## src/rtl/uart_pkg.sv

```systemverilog
// Shared constants and types for the UART receive controller: register map,
// STATUS bit positions, ack handshake states and the reset baud divisor.
package uart_pkg;

  localparam logic [1:0] ADDR_DATA   = 2'd0;
  localparam logic [1:0] ADDR_STATUS = 2'd1;
  localparam logic [1:0] ADDR_DIV_LO = 2'd2;
  localparam logic [1:0] ADDR_DIV_HI = 2'd3;

  localparam int ST_IRQ_EN  = 0;
  localparam int ST_NEMPTY  = 1;
  localparam int ST_FULL    = 2;
  localparam int ST_OVERRUN = 3;

  // 50 MHz / 115200 baud
  localparam logic [11:0] DEFAULT_DIV = 12'd434;

  typedef enum logic [1:0] {
    IDLE,
    ACK,
    DRAIN
  } ack_state_t;

endpackage

```

## src/rtl/uart_rx_fifo.sv

```systemverilog
// Synchronous byte FIFO. A pop on empty is ignored; a push on full only
// lands when a pop in the same cycle frees the head slot.
module uart_rx_fifo #(
  parameter int DEPTH = 8
) (
  input  logic       clk,
  input  logic       rst,
  input  logic       push,
  input  logic       pop,
  input  logic [7:0] din,
  output logic [7:0] dout,
  output logic       full,
  output logic       empty
);

  localparam int AW = $clog2(DEPTH);
  localparam logic [AW:0] FULL_CNT = (AW+1)'(DEPTH);

  logic [7:0]    mem_q [DEPTH];
  logic [AW-1:0] wr_ptr_q, wr_ptr_d;
  logic [AW-1:0] rd_ptr_q, rd_ptr_d;
  logic [AW:0]   count_q, count_d;
  logic          do_push, do_pop;

  assign empty   = (count_q == '0);
  assign full    = (count_q == FULL_CNT);
  assign dout    = mem_q[rd_ptr_q];
  assign do_pop  = pop & ~empty;
  assign do_push = push & (~full | do_pop);

  // Pointers wrap naturally because DEPTH is a power of two.
  always_comb begin
    wr_ptr_d = wr_ptr_q;
    rd_ptr_d = rd_ptr_q;
    count_d  = count_q;
    if (do_push) wr_ptr_d = wr_ptr_q + 1'b1;
    if (do_pop)  rd_ptr_d = rd_ptr_q + 1'b1;
    if (do_push && !do_pop)      count_d = count_q + 1'b1;
    else if (do_pop && !do_push) count_d = count_q - 1'b1;
  end

  always_ff @(posedge clk) begin
    if (rst) begin
      wr_ptr_q <= '0;
      rd_ptr_q <= '0;
      count_q  <= '0;
    end else begin
      wr_ptr_q <= wr_ptr_d;
      rd_ptr_q <= rd_ptr_d;
      count_q  <= count_d;
    end
  end

  always_ff @(posedge clk) begin
    if (do_push) mem_q[wr_ptr_q] <= din;
  end

endmodule

```

## src/rtl/uart_rx_ctrl.sv

```systemverilog
// UART receive controller: acks the receiver core, buffers bytes in a FIFO and
// exposes data/status/divisor registers. Define UART_RX_IRQ_EN to add the irq output.
module uart_rx_ctrl
  import uart_pkg::*;
#(
  parameter int               FIFO_DEPTH  = 8,
  parameter int               DIV_W       = 12,
  parameter logic [DIV_W-1:0] DEFAULT_DIV = uart_pkg::DEFAULT_DIV
) (
  input  logic             clk,
  input  logic             rst,
  input  logic             rx_rdy,
  input  logic [7:0]       rx_data,
  output logic             rx_clr_rdy,
  output logic [DIV_W-1:0] baud_goal,
  input  logic             cs,
  input  logic             wr,
  input  logic             rd,
  input  logic [1:0]       addr,
  input  logic [7:0]       wdata,
  output logic [7:0]       rdata,
  output logic             rd_valid
`ifdef UART_RX_IRQ_EN
  ,
  output logic             irq
`endif
);

  ack_state_t       state_q, state_d;
  logic [DIV_W-1:0] div_q, div_d;
  logic [7:0]       div_lo_q, div_lo_d;
  logic             overrun_q, overrun_d;
  logic [7:0]       rdata_q, rdata_d;
  logic             rd_valid_q, rd_valid_d;
  logic [7:0]       status;
  logic             rd_acc, wr_acc;
  logic             fifo_push, fifo_pop, fifo_full, fifo_empty;
  logic [7:0]       fifo_dout;
`ifdef UART_RX_IRQ_EN
  logic             irq_en_q, irq_en_d;
  logic             irq_q, irq_d;
`endif

  assign rd_acc     = cs & rd;
  assign wr_acc     = cs & wr;
  assign rx_clr_rdy = (state_q == ACK);
  assign baud_goal  = div_q;
  assign rdata      = rdata_q;
  assign rd_valid   = rd_valid_q;

  uart_rx_fifo #(
    .DEPTH (FIFO_DEPTH)
  ) u_fifo (
    .clk   (clk),
    .rst   (rst),
    .push  (fifo_push),
    .pop   (fifo_pop),
    .din   (rx_data),
    .dout  (fifo_dout),
    .full  (fifo_full),
    .empty (fifo_empty)
  );

  // DRAIN holds off until rdy drops so a lingering rdy never pushes twice.
  always_comb begin
    state_d   = state_q;
    fifo_push = 1'b0;
    case (state_q)
      IDLE: begin
        if (rx_rdy) begin
          fifo_push = 1'b1;
          state_d   = ACK;
        end
      end
      ACK:     state_d = DRAIN;
      DRAIN:   if (!rx_rdy) state_d = IDLE;
      default: state_d = IDLE;
    endcase
  end

  always_comb begin
    status              = 8'h00;
    status[ST_NEMPTY]   = ~fifo_empty;
    status[ST_FULL]     = fifo_full;
    status[ST_OVERRUN]  = overrun_q;
`ifdef UART_RX_IRQ_EN
    status[ST_IRQ_EN]   = irq_en_q;
`endif
  end

  always_comb begin
    div_d      = div_q;
    div_lo_d   = div_lo_q;
    overrun_d  = overrun_q;
    rdata_d    = 8'h00;
    rd_valid_d = rd_acc;
    fifo_pop   = 1'b0;
`ifdef UART_RX_IRQ_EN
    irq_en_d   = irq_en_q;
`endif
    if (wr_acc) begin
      case (addr)
        ADDR_DIV_LO: div_lo_d = wdata;
        ADDR_DIV_HI: div_d    = {wdata[DIV_W-9:0], div_lo_q};
`ifdef UART_RX_IRQ_EN
        ADDR_STATUS: irq_en_d = wdata[0];
`endif
        default: ;
      endcase
    end
    if (rd_acc) begin
      case (addr)
        ADDR_DATA: begin
          fifo_pop = 1'b1;
          rdata_d  = fifo_empty ? 8'h00 : fifo_dout;
        end
        ADDR_STATUS: begin
          rdata_d   = status;
          overrun_d = 1'b0;
        end
        default: ;
      endcase
    end
    // A fresh drop wins over a same-cycle clear so the event is never lost.
    if (fifo_push && fifo_full && !fifo_pop) overrun_d = 1'b1;
  end

`ifdef UART_RX_IRQ_EN
  assign irq_d = irq_en_q & (~fifo_empty | overrun_q);
  assign irq   = irq_q;
`endif

  always_ff @(posedge clk) begin
    if (rst) begin
      state_q    <= IDLE;
      div_q      <= DEFAULT_DIV;
      div_lo_q   <= 8'h00;
      overrun_q  <= 1'b0;
      rdata_q    <= 8'h00;
      rd_valid_q <= 1'b0;
`ifdef UART_RX_IRQ_EN
      irq_en_q   <= 1'b0;
      irq_q      <= 1'b0;
`endif
    end else begin
      state_q    <= state_d;
      div_q      <= div_d;
      div_lo_q   <= div_lo_d;
      overrun_q  <= overrun_d;
      rdata_q    <= rdata_d;
      rd_valid_q <= rd_valid_d;
`ifdef UART_RX_IRQ_EN
      irq_en_q   <= irq_en_d;
      irq_q      <= irq_d;
`endif
    end
  end

endmodule

```

## config.mk

```make
export PLATFORM = sky130hd
export DESIGN_NAME = uart_rx_ctrl
export DESIGN_NICKNAME = d
export VERILOG_FILES = /design/src/rtl/uart_pkg.sv /design/src/rtl/uart_rx_fifo.sv /design/src/rtl/uart_rx_ctrl.sv
export SDC_FILE = /design/constraint.sdc
export NUM_CORES = 1
export LEC_CHECK = 0
export ABC_AREA = 1
export CAP_MARGIN = 20
export CORE_AREA = 10 10 118 88
export CTS_BUF_LIST = sky130_fd_sc_hd__clkbuf_4 sky130_fd_sc_hd__clkbuf_8
export CTS_CLUSTER_DIAMETER = 200
export DETAILED_ROUTE_END_ITERATION = 8
export DIE_AREA = 0 0 128 98
export PLACE_DENSITY = 0.76
export SLEW_MARGIN = 20
export SYNTH_ARGS = -nofsm -noshare
export SYNTH_HDL_FRONTEND = slang
export SYNTH_SLANG_ARGS = --single-unit
```

## constraint.sdc

```tcl
create_clock -name clk -period 2.9 [get_ports clk]
set_input_delay 0.435 -clock clk [delete_from_list [all_inputs] [get_ports clk]]
set_output_delay 0.435 -clock clk [all_outputs]
set_load 0.01 [all_outputs]
```

==> impl_summary.log, run 1 <==
INFO  metric outcome = completed
INFO  metric post_synth_and_or_nand_nor_area_fraction = approximately a fifth
INFO  metric dp_worst_setup_slack = around 0.057 ns
INFO  metric grt_max_degree = 34
INFO  metric finalSetupViolCount = 0
INFO  metric synthXorXnorAreaFrac = 0.809%
INFO  metric synth_adder_area_share = under 10%
INFO  metric initial_core_util = 52.9%
INFO  metric final_core_utilization = 62.0%
INFO  metric totalNegativeSetupSlack = 0 ns
INFO  metric place_congestion = approximately 0.81
INFO  metric final_hold_viol_count = 0
INFO  metric hold_path_class = reg -> reg
INFO  metric yosysUniqueCellTypes = 25
INFO  metric layout_cells_sized_above_1 = 8.66%
INFO  metric multi_input_area = 1300 um2
INFO  metric die_y = approximately 100 um
INFO  metric main_combinational_cell_family_by_area_after_synthesis = simple AND/OR/NAND/NOR gates
INFO  metric remaining_design_rule_violation_count = 0
INFO  metric p_switching = 770 uW
INFO  metric maxCapViolCount = 0
INFO  metric tritoncts_buffer_count = 9
INFO  metric reg2regPathDepth = 15
INFO  metric syn_to_final_growth = 17.4%
INFO  metric cts.repair_timing.setup_buffer_count = 0
INFO  metric overflow = 0
INFO  metric crit-reg2reg-launch = u_fifo.count_q[0]
INFO  metric max_slew_margin = between 50% and 60%
INFO  metric worst_slack = between 0.4 and 0.5 ns
INFO  metric drtIter0Drc = 217
INFO  metric synth_sequential_area_ratio = 65.1%
INFO  metric synth-seq-cells = ~110
INFO  metric clk_pin_slew = 0.11 ns
INFO  metric min_delay_worst_endpoint = baud_goal[5]
INFO  metric pin_count = 46
INFO  metric power_switching_share = about a quarter
INFO  metric final.fill_count = roughly 680
INFO  metric max_freq = 0.405 GHz
INFO  metric detail_route.wirelength = 9.16 mm
INFO  metric yosys_synthesis_warning_count = 0
INFO  metric unrepaired_setup_endpoints_after_global_routing = false
INFO  metric timing.hold.worst.start = div_lo_q[5]
INFO  metric cts-root-to-sink-buffers = 2
INFO  metric pwr-share-clk = 29.1%
INFO  metric end_kind = register
INFO  metric power.leakage = 0.00197 uW
INFO  metric postCtsResizedCells = 0
INFO  metric worst_hold_slack = between 0.4 and 0.5 ns
INFO  metric setup.worst_path.start_class = input port
INFO  metric post_synthesis_mux_area_share = 0%
INFO  metric detailed_place_hpwl = 6.34 mm
INFO  metric postCtsHoldBufs = 0
INFO  metric grt_pass1_wl = 15.3 mm
INFO  metric vias = just over 3000
INFO  metric internal_power = ~2200 uW
INFO  metric combinationalPowerShare = 11.9%
INFO  metric synth_compound_gate_area_share = 7.62%
INFO  metric syn-instance-count = 432
INFO  metric final_net_count = between 500 and 600
INFO  metric post_drt_wl_per_cell = 15.5 um
INFO  metric number_of_placement_rows = 28
INFO  metric path_class = in -> reg
INFO  metric worst_pin_slew = 0.614 ns
INFO  metric data_required_time_at_the_worst_endpoint = 3.14 ns
INFO  metric cts.root.buffer_cell = sky130_fd_sc_hd__clkbuf_8
INFO  metric vdd_ir_max = between 0.0003 and 0.0004 V
INFO  metric final_antenna_net_count = 0
INFO  metric timing.final.crit_share = 85.1%
INFO  metric layout_min_cycle_time = 2.47 ns
INFO  metric powerDensity = just under 600 nW/um2
INFO  metric timing.final.max_slew_violations = 0
INFO  metric p_total = 2930 uW
INFO  metric numClockSinks = 109
INFO  metric cp.arrival = roughly 2.7 ns
INFO  metric post_synthesis_cell_area = 4330 um2
INFO  metric synth_fp_nets = 462
INFO  metric critical_path_fanout_max = 8
INFO  metric numPortBuffers = 45
INFO  metric grt_use_total = 15.1%
INFO  metric antenna_found_initial = 0
INFO  metric num_antenna_cells = 0
INFO  metric floorplan.die.width = 128 um
INFO  metric vias_per_cell = about 5.2
INFO  metric p_seq_share = 59.0%
INFO  metric first_global_vias = 3114
INFO  metric drtPass1Iterations = 4
INFO  metric insertion_delay = 0.37 ns
INFO  metric dieArea = 12500 um2
INFO  metric syn-mean-instance-area = 10.0 um2
INFO  metric cts_htree_levels = 3
INFO  metric skew = 0.0131 ns
INFO  metric area.sequential = 2820 um2
INFO  metric core-area = 8200 um2
INFO  metric worstReg2RegEnd = u_fifo.count_q[3]
INFO  metric cts_tree = done
INFO  metric hold-path-cell-count = 2
INFO  metric minimum_setup_slack_among_reg_to_reg_paths = around 0.57 ns
-- placed cells by master (no fill, tap or decap), drive strengths merged, types with 5 or more instances in the layout --
master and n:
inv 41, edfxtp 64, dfxtp 45, a21oi 12, o21ai 46, nand3 39
nor2 87, clkdlybuf4s50 45, ha 5, clkbuf 9, nand2 68, buf 8
-- power by group through the flow --
stage,registers (uW),clock network [uW],logic (uW)
floorplan,1760,0,224
global placement,1760,0,331
detailed placement,1770,0,347
CTS,1730,880,348
global route,1740,936,394
finish,1730,854,348
-- cell usage after synthesis, drive strengths merged --
cell type,count,area (um2)
nand3,39,208
fa,1,20.0
buf,8,40.0
clkbuf,8,30.0
nand2,68,283
a21oi,12,60.1
xor2,4,35.0
dfxtp,45,901
nor2,87,349
ha,5,62.6
o31ai,1,7.51
nor3,1,5.00
edfxtp,64,1920
or2,1,8.76
o21bai,1,7.51
o22ai,4,25.0
o21ai,46,230
inv,37,139
-- cell families after synthesis --
group / count (synthesis)
buffers and inverters: 53
adders and majority gates: 6
DFF: 109
AOI/OAI and AO/OA: 64
and+or+nand+nor: 196
xor gates and xnor gates: 4
-- per-layer routing --
metal  vias up  wire [um]  GRT usage (%)  share of wire [%]
met5         -          0              0                  0
met1      1435       4080           19.0                 45
met4         0         70           4.92               0.76
li1       1532          -              -                  -
met3         4        589           4.21                6.4
met2        81       4420           24.5                 48
-- flip-flops by register name, indices dropped and copies added (netlist names), named ones only --
signal and flops:
baud_goal 12, overrun_q 1, u_fifo.mem_q 64, div_lo_q 8
u_fifo.count_q 4, u_fifo.rd_ptr_q 3, state_q 2, rd_valid 1
rdata 8, u_fifo.wr_ptr_q 3
-- layout make-up --
type	count	share of cell area, %
inverters	37	2.73
clock inverters	7	1.13
well taps	105	2.58
multi-input cells	270	25.6
flip-flops and latches	109	55.5
clock buffers	9	2.44
repair buffers	53	10.0
-- how the worst max path moves through the flow --
stage / from / to / slack [ns]
global placement: addr[1] / u_fifo.count_q[3] / 0.20
finish: cs / u_fifo.count_q[3] / 0.43
detailed placement: cs / u_fifo.count_q[3] / 0.06
floorplan: addr[0] / u_fifo.count_q[3] / 0.80
global route: addr[1] / u_fifo.count_q[3] / 0.26
CTS: cs / u_fifo.count_q[3] / 0.46
-- critical path, cell delays in order --
cell	delay, ns
sky130_fd_sc_hd__clkdlybuf4s50_1	0.53
sky130_fd_sc_hd__nand2_2	0.09
sky130_fd_sc_hd__nor2_4	0.16
sky130_fd_sc_hd__nand2_4	0.10
sky130_fd_sc_hd__nand2_4	0.10
sky130_fd_sc_hd__nand2_4	0.06
sky130_fd_sc_hd__inv_1	0.10
sky130_fd_sc_hd__ha_1	0.18
sky130_fd_sc_hd__inv_1	0.09
sky130_fd_sc_hd__ha_1	0.33
sky130_fd_sc_hd__a21oi_1	0.20
sky130_fd_sc_hd__nand2_1	0.06
sky130_fd_sc_hd__o21ai_0	0.07
sky130_fd_sc_hd__nand2_1	0.07
sky130_fd_sc_hd__nand2_1	0.06
sky130_fd_sc_hd__a21oi_1	0.06
-- through the flow --
step	cell area, um2	instances
finish	5090	590
global route	5090	590
CTS	5090	590
detailed placement	4900	574
global placement	4900	574
floorplan	4330	432
(Power assumes the default switching activity.)
==> run 2, diff against run 1 <==
--- a/config.mk
+++ b/config.mk
@@ -13,6 +13,7 @@
 export DETAILED_ROUTE_END_ITERATION = 8
 export DIE_AREA = 0 0 128 98
 export PLACE_DENSITY = 0.76
+export SETUP_SLACK_MARGIN = 0.5
 export SLEW_MARGIN = 20
 export SYNTH_ARGS = -nofsm -noshare
 export SYNTH_HDL_FRONTEND = slang
==> impl_summary.log, run 2 (synthesized netlist as in run 1, its figures left out) <==
INFO  metric num_antenna_cells = 0 (unchanged)
INFO  metric skew = 0.0165 ns (+0.00338 ns)
INFO  metric p_seq_share = 58.6% (-0.4 points)
INFO  metric reg2regPathDepth = 15 (unchanged)
INFO  metric place_area = 4900 um2 (unchanged)
INFO  metric path_class = in -> reg
INFO  metric post_drt_wl_per_cell = 15.6 um (+0.17%)
INFO  metric dominant_delay_contributor_by_cell_family_on_the_critical_path = simple AND/OR/NAND/NOR gates
INFO  metric worst_pin_slew = 0.614 ns (+0.000508 ns)
INFO  metric layout_cells_sized_above_1 = 10.6% (+2.0 points)
INFO  metric postCtsHoldBufs = 0 (unchanged)
INFO  metric antenna_found_initial = 0 (unchanged)
INFO  metric cts_tree = done
INFO  metric number_of_placement_rows = 28 (unchanged)
INFO  metric insertion_delay = 0.38 ns (about the same)
INFO  metric maxCapViolCount = 0 (unchanged)
INFO  metric regMostFlops = u_fifo.mem_q
INFO  metric timing.final.max_slew_violations = 0 (unchanged)
INFO  metric post-route-cell-area = 5140 um2 (+1.2%)
INFO  metric data_required_time_at_the_worst_endpoint = 3.19 ns (+0.05 ns)
INFO  metric max_stage_delay = 0.43 ns (-0.10 ns)
INFO  metric detailed_place_hpwl = 6.34 mm (unchanged)
INFO  metric power.leakage = 0.00200 uW (+1.5%)
INFO  metric final_net_count = 515 (+0.98%)
INFO  metric worstReg2RegEnd = u_fifo.count_q[3]
INFO  metric p_total = 2960 uW (+0.77%)
INFO  metric crit_path_cell_trace = clkdlybuf4s50_1, inv_2, nand2_2, nor2_4, nand2_4, nand2_4, nand2_4, inv_2, ha_2, inv_2, ha_4, nand3_1, nand2_1, o21ai_0, nand2_1, nand2_1, a21oi_1
INFO  metric powerDensity = 574 nW/um2 (-0.38%)
INFO  metric tritoncts_buffer_count = 9 (unchanged)
INFO  metric max_reg_flops = 64 (unchanged)
INFO  metric hold_path_class = in -> reg
INFO  metric cp.buffers_inverters = 4 (+1)
INFO  metric power_switching_share = 26.5% (+0.19 points)
INFO  metric remaining_design_rule_violation_count = 0 (unchanged)
INFO  metric minimum_setup_slack_among_reg_to_reg_paths = 0.77 ns (+0.20 ns)
INFO  metric place_congestion = 0.805 (unchanged)
INFO  metric final.fill_count = 675 (-0.88%)
INFO  metric totalNegativeSetupSlack = 0 ns (unchanged)
INFO  metric cp.arrival = 2.54 ns (-0.16 ns)
INFO  metric hold-path-cell-count = 4 (+2)
INFO  metric core-area = 8200 um2 (unchanged)
INFO  metric floorplan.die.width = 128 um (unchanged)
INFO  metric outcome = completed
INFO  metric min_delay_worst_endpoint = rdata[1]
INFO  metric detail_route.wirelength = 9.25 mm (+1.0%)
INFO  metric numPortBuffers = 45 (unchanged)
INFO  metric vdd_ir_max = 0.000323 V (+0.35%)
INFO  metric drtPass1Iterations = 4 (unchanged)
INFO  metric grt_use_total = 15.1% (unchanged)
INFO  metric max_freq = 0.446 GHz (+10%)
INFO  metric vias_per_cell = 5.18 (+0.13%)
INFO  metric unrepaired_setup_endpoints_after_global_routing = false
INFO  metric cts_htree_levels = 3 (unchanged)
INFO  metric die_y = 98 um (unchanged)
INFO  metric crit-reg2reg-launch = u_fifo.count_q[0]
INFO  metric initial_core_util = 52.9% (unchanged)
INFO  metric grt_pass1_wl = 15.3 mm (unchanged)
INFO  metric dieArea = 12500 um2 (unchanged)
INFO  metric pwr-share-clk = 29.1% (about the same)
INFO  metric numClockSinks = 109 (unchanged)
INFO  metric first_global_vias = 3110 (-0.13%)
INFO  metric worst_slack = 0.655 ns (+0.225 ns)
INFO  metric drtIter0Drc = 236 (+8.8%)
INFO  metric internal_power = 2170 uW (+0.51%)
INFO  metric timing.critical_path.slowest_stage_cell = sky130_fd_sc_hd__clkdlybuf4s50_1
INFO  metric cts-root-to-sink-buffers = 2 (unchanged)
INFO  metric final_hold_viol_count = 0 (unchanged)
INFO  metric p_switching = 782 uW (+1.5%)
INFO  metric final_antenna_net_count = 0 (unchanged)
INFO  metric syn_to_final_growth = 18.7%
INFO  metric clk_pin_slew = 0.11 ns (about the same)
INFO  metric finalSetupViolCount = 0 (unchanged)
INFO  metric max_slew_margin = 59.0% (about the same)
INFO  metric combinationalPowerShare = 12.3% (+0.4 points)
INFO  metric leading_cell_type_in_the_layout_fill_and_taps_excluded = sky130_fd_sc_hd__nor2_1
INFO  metric critical_path_fanout_max = 5 (-3)
INFO  metric dp_worst_setup_slack = 0.0575 ns (unchanged)
INFO  metric overflow = 0 (unchanged)
INFO  metric grt_max_degree = 34 (unchanged)
INFO  metric setup.worst_path.start_class = input port
INFO  metric timing.final.crit_share = 77.4% (-7.7 points)
INFO  metric end_kind = register
INFO  metric vias = 3082 (+0.98%)
INFO  metric pin_count = 46 (unchanged)
INFO  metric layout_min_cycle_time = 2.24 ns (-0.225 ns)
INFO  metric most_used_cells_in_the_layout_excluding_fill_and_tap_cells = sky130_fd_sc_hd__nor2_1, sky130_fd_sc_hd__edfxtp_1, sky130_fd_sc_hd__nand2_1
INFO  metric timing.hold.worst.start = addr[1]
INFO  metric cts.root.buffer_cell = sky130_fd_sc_hd__clkbuf_8
run 2: cell types whose count changed in the layout (fill, tap and decap cells not counted), sizes merged:
cell	delta
buf	+5
clkdlybuf4s50	-1
dlymetal6s2s	+1
run 2: power groups by stage:
stage / Sequential, uW / Combinational, uW / Clock [uW]
global placement: 1760 / 331 / 0
global route: 1740 / 411 / 936
CTS: 1730 / 358 / 880
finish: 1730 / 365 / 859
floorplan: 1760 / 224 / 0
detailed placement: 1770 / 347 / 0
run 2: worst max-delay path by stage:
stage	depth (start not counted)	startpoint	endpoint
floorplan	16	addr[0]	u_fifo.count_q[3]
global placement	17	addr[1]	u_fifo.count_q[3]
detailed placement	16	cs	u_fifo.count_q[3]
CTS	16	cs	u_fifo.count_q[3]
global route	17	addr[0]	u_fifo.count_q[3]
finish	17	addr[0]	u_fifo.count_q[3]
run 2: cell type report:
| cell class | instances | area [um2] | area share [%] |
|---|---|---|---|
| Clock inverter | 7 | 57.6 | 1.12 |
| Multi-Input combinational cell | 270 | 1320 | 25.7 |
| Clock buffer | 9 | 124 | 2.41 |
| Tap cell | 105 | 131 | 2.55 |
| Timing Repair Buffer | 58 | 551 | 10.7 |
| Inverter | 37 | 139 | 2.70 |
| Sequential cell | 109 | 2820 | 54.9 |
run 2: metrics by stage:
step,instances,hold WS [ns],util (%)
floorplan,432,0.430,-
global placement,574,0.436,59.8
detailed placement,574,0.450,59.8
CTS,590,0.481,62.2
global route,595,0.490,62.8
finish,595,0.465,62.8
run 2: what timing repair did:
item | 4_1_cts | 5_1_grt
endpoints found under the setup margin | 1 | 3
pin swaps | 0 | 2
resized for setup | 2 | 4
buffers inserted | 0 | 5
run 2: per-layer routing:
layer  GRT usage, %  share of wire (%)  up-vias
li1               -                  -     1540
met1           19.0                 44     1453
met2           24.5                 49       83
met3           4.21                6.4        6
met4           4.92                1.0        0
met5              0                  0        -
run 2: worst reg2reg max path, stage by stage, from the launching register on:
cell                      delay (ns)
sky130_fd_sc_hd__dfxtp_1        0.38
sky130_fd_sc_hd__nor2_2         0.19
sky130_fd_sc_hd__nand2_1        0.08
sky130_fd_sc_hd__nor2_2         0.15
sky130_fd_sc_hd__nand2_4        0.09
sky130_fd_sc_hd__nand2_4        0.08
sky130_fd_sc_hd__inv_2          0.05
sky130_fd_sc_hd__ha_2           0.19
sky130_fd_sc_hd__inv_2          0.10
sky130_fd_sc_hd__ha_4           0.22
sky130_fd_sc_hd__a21oi_2        0.15
sky130_fd_sc_hd__nand2_1        0.06
sky130_fd_sc_hd__o21ai_0        0.07
sky130_fd_sc_hd__nand2_1        0.07
sky130_fd_sc_hd__nand2_1        0.06
sky130_fd_sc_hd__a21oi_1        0.06
==> run 3, diff against run 2 <==
--- a/config.mk
+++ b/config.mk
@@ -7,12 +7,12 @@
 export LEC_CHECK = 0
 export ABC_AREA = 1
 export CAP_MARGIN = 20
-export CORE_AREA = 10 10 118 88
+export CORE_AREA = 10 10 120 89
 export CTS_BUF_LIST = sky130_fd_sc_hd__clkbuf_4 sky130_fd_sc_hd__clkbuf_8
 export CTS_CLUSTER_DIAMETER = 200
 export DETAILED_ROUTE_END_ITERATION = 8
-export DIE_AREA = 0 0 128 98
-export PLACE_DENSITY = 0.76
+export DIE_AREA = 0 0 130 99
+export PLACE_DENSITY = 0.77
 export SETUP_SLACK_MARGIN = 0.5
 export SLEW_MARGIN = 20
 export SYNTH_ARGS = -nofsm -noshare
==> constraint.sdc (replaced) <==
create_clock -name clk -period 2 [get_ports clk]
set_input_delay 0.3 -clock clk [delete_from_list [all_inputs] [get_ports clk]]
set_output_delay 0.3 -clock clk [all_outputs]
set_load 0.01 [all_outputs]
==> impl_summary.log, run 3 (synthesized netlist as in run 1, its figures left out) <==
INFO  metric worst_hold_slack = 0.448 ns (-0.0172 ns)
INFO  metric clk_pin_slew = 0.10 ns (about the same)
INFO  metric timing.hold.worst.start = rd
INFO  metric path_class = reg -> reg
INFO  metric crit_path_cell_trace = nor2_4, nand2_2, nor2_4, nand2_4, nand2_4, inv_4, ha_4, inv_4, ha_4, a21oi_2, nand2_1, o21ai_1, nand2_1, nand2_1, a21oi_2
INFO  metric min_delay_worst_endpoint = rd_valid
INFO  metric p_total = 4940 uW (+67%)
INFO  metric setup.worst_path.start_class = register
INFO  metric timing.final.max_slew_violations = 0 (unchanged)
INFO  metric regMostFlops = u_fifo.mem_q
INFO  metric timing.final.crit_share = 99.4%
INFO  metric cts-root-to-sink-buffers = 2 (unchanged)
INFO  metric powerDensity = 863 nW/um2 (+50%)
INFO  metric numPortBuffers = 45 (unchanged)
INFO  metric most_used_cells_in_the_layout_excluding_fill_and_tap_cells = sky130_fd_sc_hd__nor2_1, sky130_fd_sc_hd__edfxtp_1, sky130_fd_sc_hd__nand2_1
INFO  metric syn_to_final_growth = 32.1%
INFO  metric cp.buffers_inverters = 2 (-2)
INFO  metric antenna_found_initial = 0 (unchanged)
INFO  metric max_freq = ~0.50 GHz
INFO  metric insertion_delay = 0.38 ns (about the same)
INFO  metric power.leakage = 0.00233 uW (+17%)
INFO  metric post-route-cell-area = 5720 um2 (+11%)
INFO  metric outcome = completed
INFO  metric data_required_time_at_the_worst_endpoint = 2.28 ns (-0.91 ns)
INFO  metric number_of_placement_rows = 28 (unchanged)
INFO  metric first_global_vias = 3186 (+2.4%)
INFO  metric core-area = 8340 um2 (+1.7%)
INFO  metric hold-path-cell-count = 4 (unchanged)
INFO  metric drtPass1Iterations = 5 (+1)
INFO  metric remaining_design_rule_violation_count = 0 (unchanged)
INFO  metric drtIter0Drc = 323 (+37%)
INFO  metric minimum_setup_slack_among_reg_to_reg_paths = 0.01 ns (-0.76 ns)
INFO  metric dieArea = 12900 um2 (+2.6%)
INFO  metric vdd_ir_max = 0.000436 V (+35%)
INFO  metric cts.root.buffer_cell = sky130_fd_sc_hd__clkbuf_8
INFO  metric pin_count = 46 (unchanged)
INFO  metric cp.arrival = 2.27 ns (-0.27 ns)
INFO  metric unrepaired_setup_endpoints_after_global_routing = true
INFO  metric layout_min_cycle_time = 1.99 ns
INFO  metric initial_core_util = 52.0% (-0.89 points)
INFO  metric cts_tree = done
INFO  metric place_area = 5220 um2 (+6.4%)
INFO  metric reg2regPathDepth = 15 (unchanged)
INFO  metric max_slew_margin = 69.9% (+11 points)
INFO  metric post_drt_wl_per_cell = 16.6 um (+6.8%)
INFO  metric final_hold_viol_count = 0 (unchanged)
INFO  metric maxCapViolCount = 0 (unchanged)
INFO  metric end_kind = register
INFO  metric final_antenna_net_count = 0 (unchanged)
INFO  metric place_congestion = 0.812 (+0.78%)
INFO  metric grt_use_total = 16.2% (+1.1 points)
INFO  metric cts_htree_levels = 3 (unchanged)
INFO  metric skew = 0.0118 ns (-0.00469 ns)
INFO  metric num_antenna_cells = 0 (unchanged)
INFO  metric hold_path_class = in -> reg
INFO  metric leading_cell_type_in_the_layout_fill_and_taps_excluded = sky130_fd_sc_hd__nor2_1
INFO  metric crit-reg2reg-launch = u_fifo.count_q[1]
INFO  metric vias_per_cell = 5.33 (+3.0%)
INFO  metric detail_route.wirelength = 10.6 mm (+14%)
INFO  metric totalNegativeSetupSlack = 0 ns (unchanged)
INFO  metric timing.critical_path.slowest_stage_cell = sky130_fd_sc_hd__dfxtp_4
INFO  metric grt_max_degree = 33 (-2.9%)
INFO  metric postCtsHoldBufs = 0 (unchanged)
INFO  metric max_reg_flops = 64 (unchanged)
INFO  metric finalSetupViolCount = 0 (unchanged)
INFO  metric critical_path_fanout_max = 4 (-1)
INFO  metric numClockSinks = 109 (unchanged)
INFO  metric cpMostUsedCell = sky130_fd_sc_hd__nand2_1
INFO  metric worst_pin_slew = 0.451 ns (-0.164 ns)
INFO  metric die_y = 99 um (+1.0%)
INFO  metric detailed_place_hpwl = 6.61 mm (+4.2%)
INFO  metric final_core_utilization = 68.6% (+5.9 points)
INFO  metric max_stage_delay = 0.37 ns (-0.06 ns)
INFO  metric final_net_count = 557 (+8.2%)
INFO  metric floorplan.die.width = 130 um (+1.6%)
INFO  metric worstReg2RegEnd = u_fifo.count_q[3]
INFO  metric dominant_delay_contributor_by_cell_family_on_the_critical_path = simple AND/OR/NAND/NOR gates
INFO  metric overflow = 0 (unchanged)
INFO  metric grt_pass1_wl = 16.3 mm (+6.3%)
INFO  metric tritoncts_buffer_count = 9 (unchanged)
INFO  metric vias = 3397 (+10%)
INFO  metric layout_cells_sized_above_1 = 21.4% (+11 points)
[run 3: cell count changes in the layout (fill, tap and decap cells not counted), moves of 5 or more]
cell and change:
sky130_fd_sc_hd__buf_4 +30, sky130_fd_sc_hd__clkdlybuf4s50_1 -25, sky130_fd_sc_hd__dlygate4sd2_1 +24, sky130_fd_sc_hd__nor2_4 +10, sky130_fd_sc_hd__buf_6 +7, sky130_fd_sc_hd__dfxtp_1 -5, sky130_fd_sc_hd__nor2_1 -5, sky130_fd_sc_hd__nor2_2 -5
[run 3: worst max path at each step]
stage,startpoint,to,cells past startpoint
floorplan,u_fifo.count_q[1],u_fifo.count_q[3],15
global placement,addr[0],u_fifo.count_q[2],15
detailed placement,addr[0],u_fifo.count_q[3],18
CTS,u_fifo.count_q[0],u_fifo.count_q[3],15
global route,u_fifo.count_q[1],u_fifo.count_q[3],15
finish,u_fifo.count_q[1],u_fifo.count_q[3],15
[run 3: power breakdown]
group          total [uW]  switching (uW)  internal (uW)
Combinational         846             447            398
Clock                1580             733            845
Sequential           2510            48.7           2470
Total                4940            1230           3710
[run 3: per-layer routing]
layer	track usage, %	vias to the layer above	share of wire (%)
met4	5.60	0	2.1
met1	20.8	1633	42
met3	4.50	18	6.9
li1	-	1621	-
met2	25.7	125	49
met5	0	-	0
[run 3: final cells by class]
class	count	area (um2)
inverters	37	168
clock inverters	6	111
flip-flops and latches	109	2830
well taps	105	131
multi-input cells	270	1430
clock buffers	10	131
repair buffers	100	912
fillers	580	2620
[run 3: timing repair]
item	4_1_cts	5_1_grt
hold endpoints to repair	0	0
cloned	0	0
buffers inserted	19	8
gates resized for setup	41	17
endpoints found under the setup margin	90	76
pin swaps	17	17
[run 3: tightest hold or removal path: stages]
cell	delay, ns
sky130_fd_sc_hd__dlygate4sd2_1	0.25
sky130_fd_sc_hd__nand2_2	0.09
sky130_fd_sc_hd__buf_4	0.11
sky130_fd_sc_hd__nor2_1	0.04
[run 3: per-stage QoR]
stage / setup slack [ns] / std cells
after floorplan: 0.158 / 432
after global placement: -0.327 / 594
after detailed placement: -0.380 / 594
after CTS: 0.110 / 629
after global routing: -0.0515 / 637
final: 0.0128 / 637
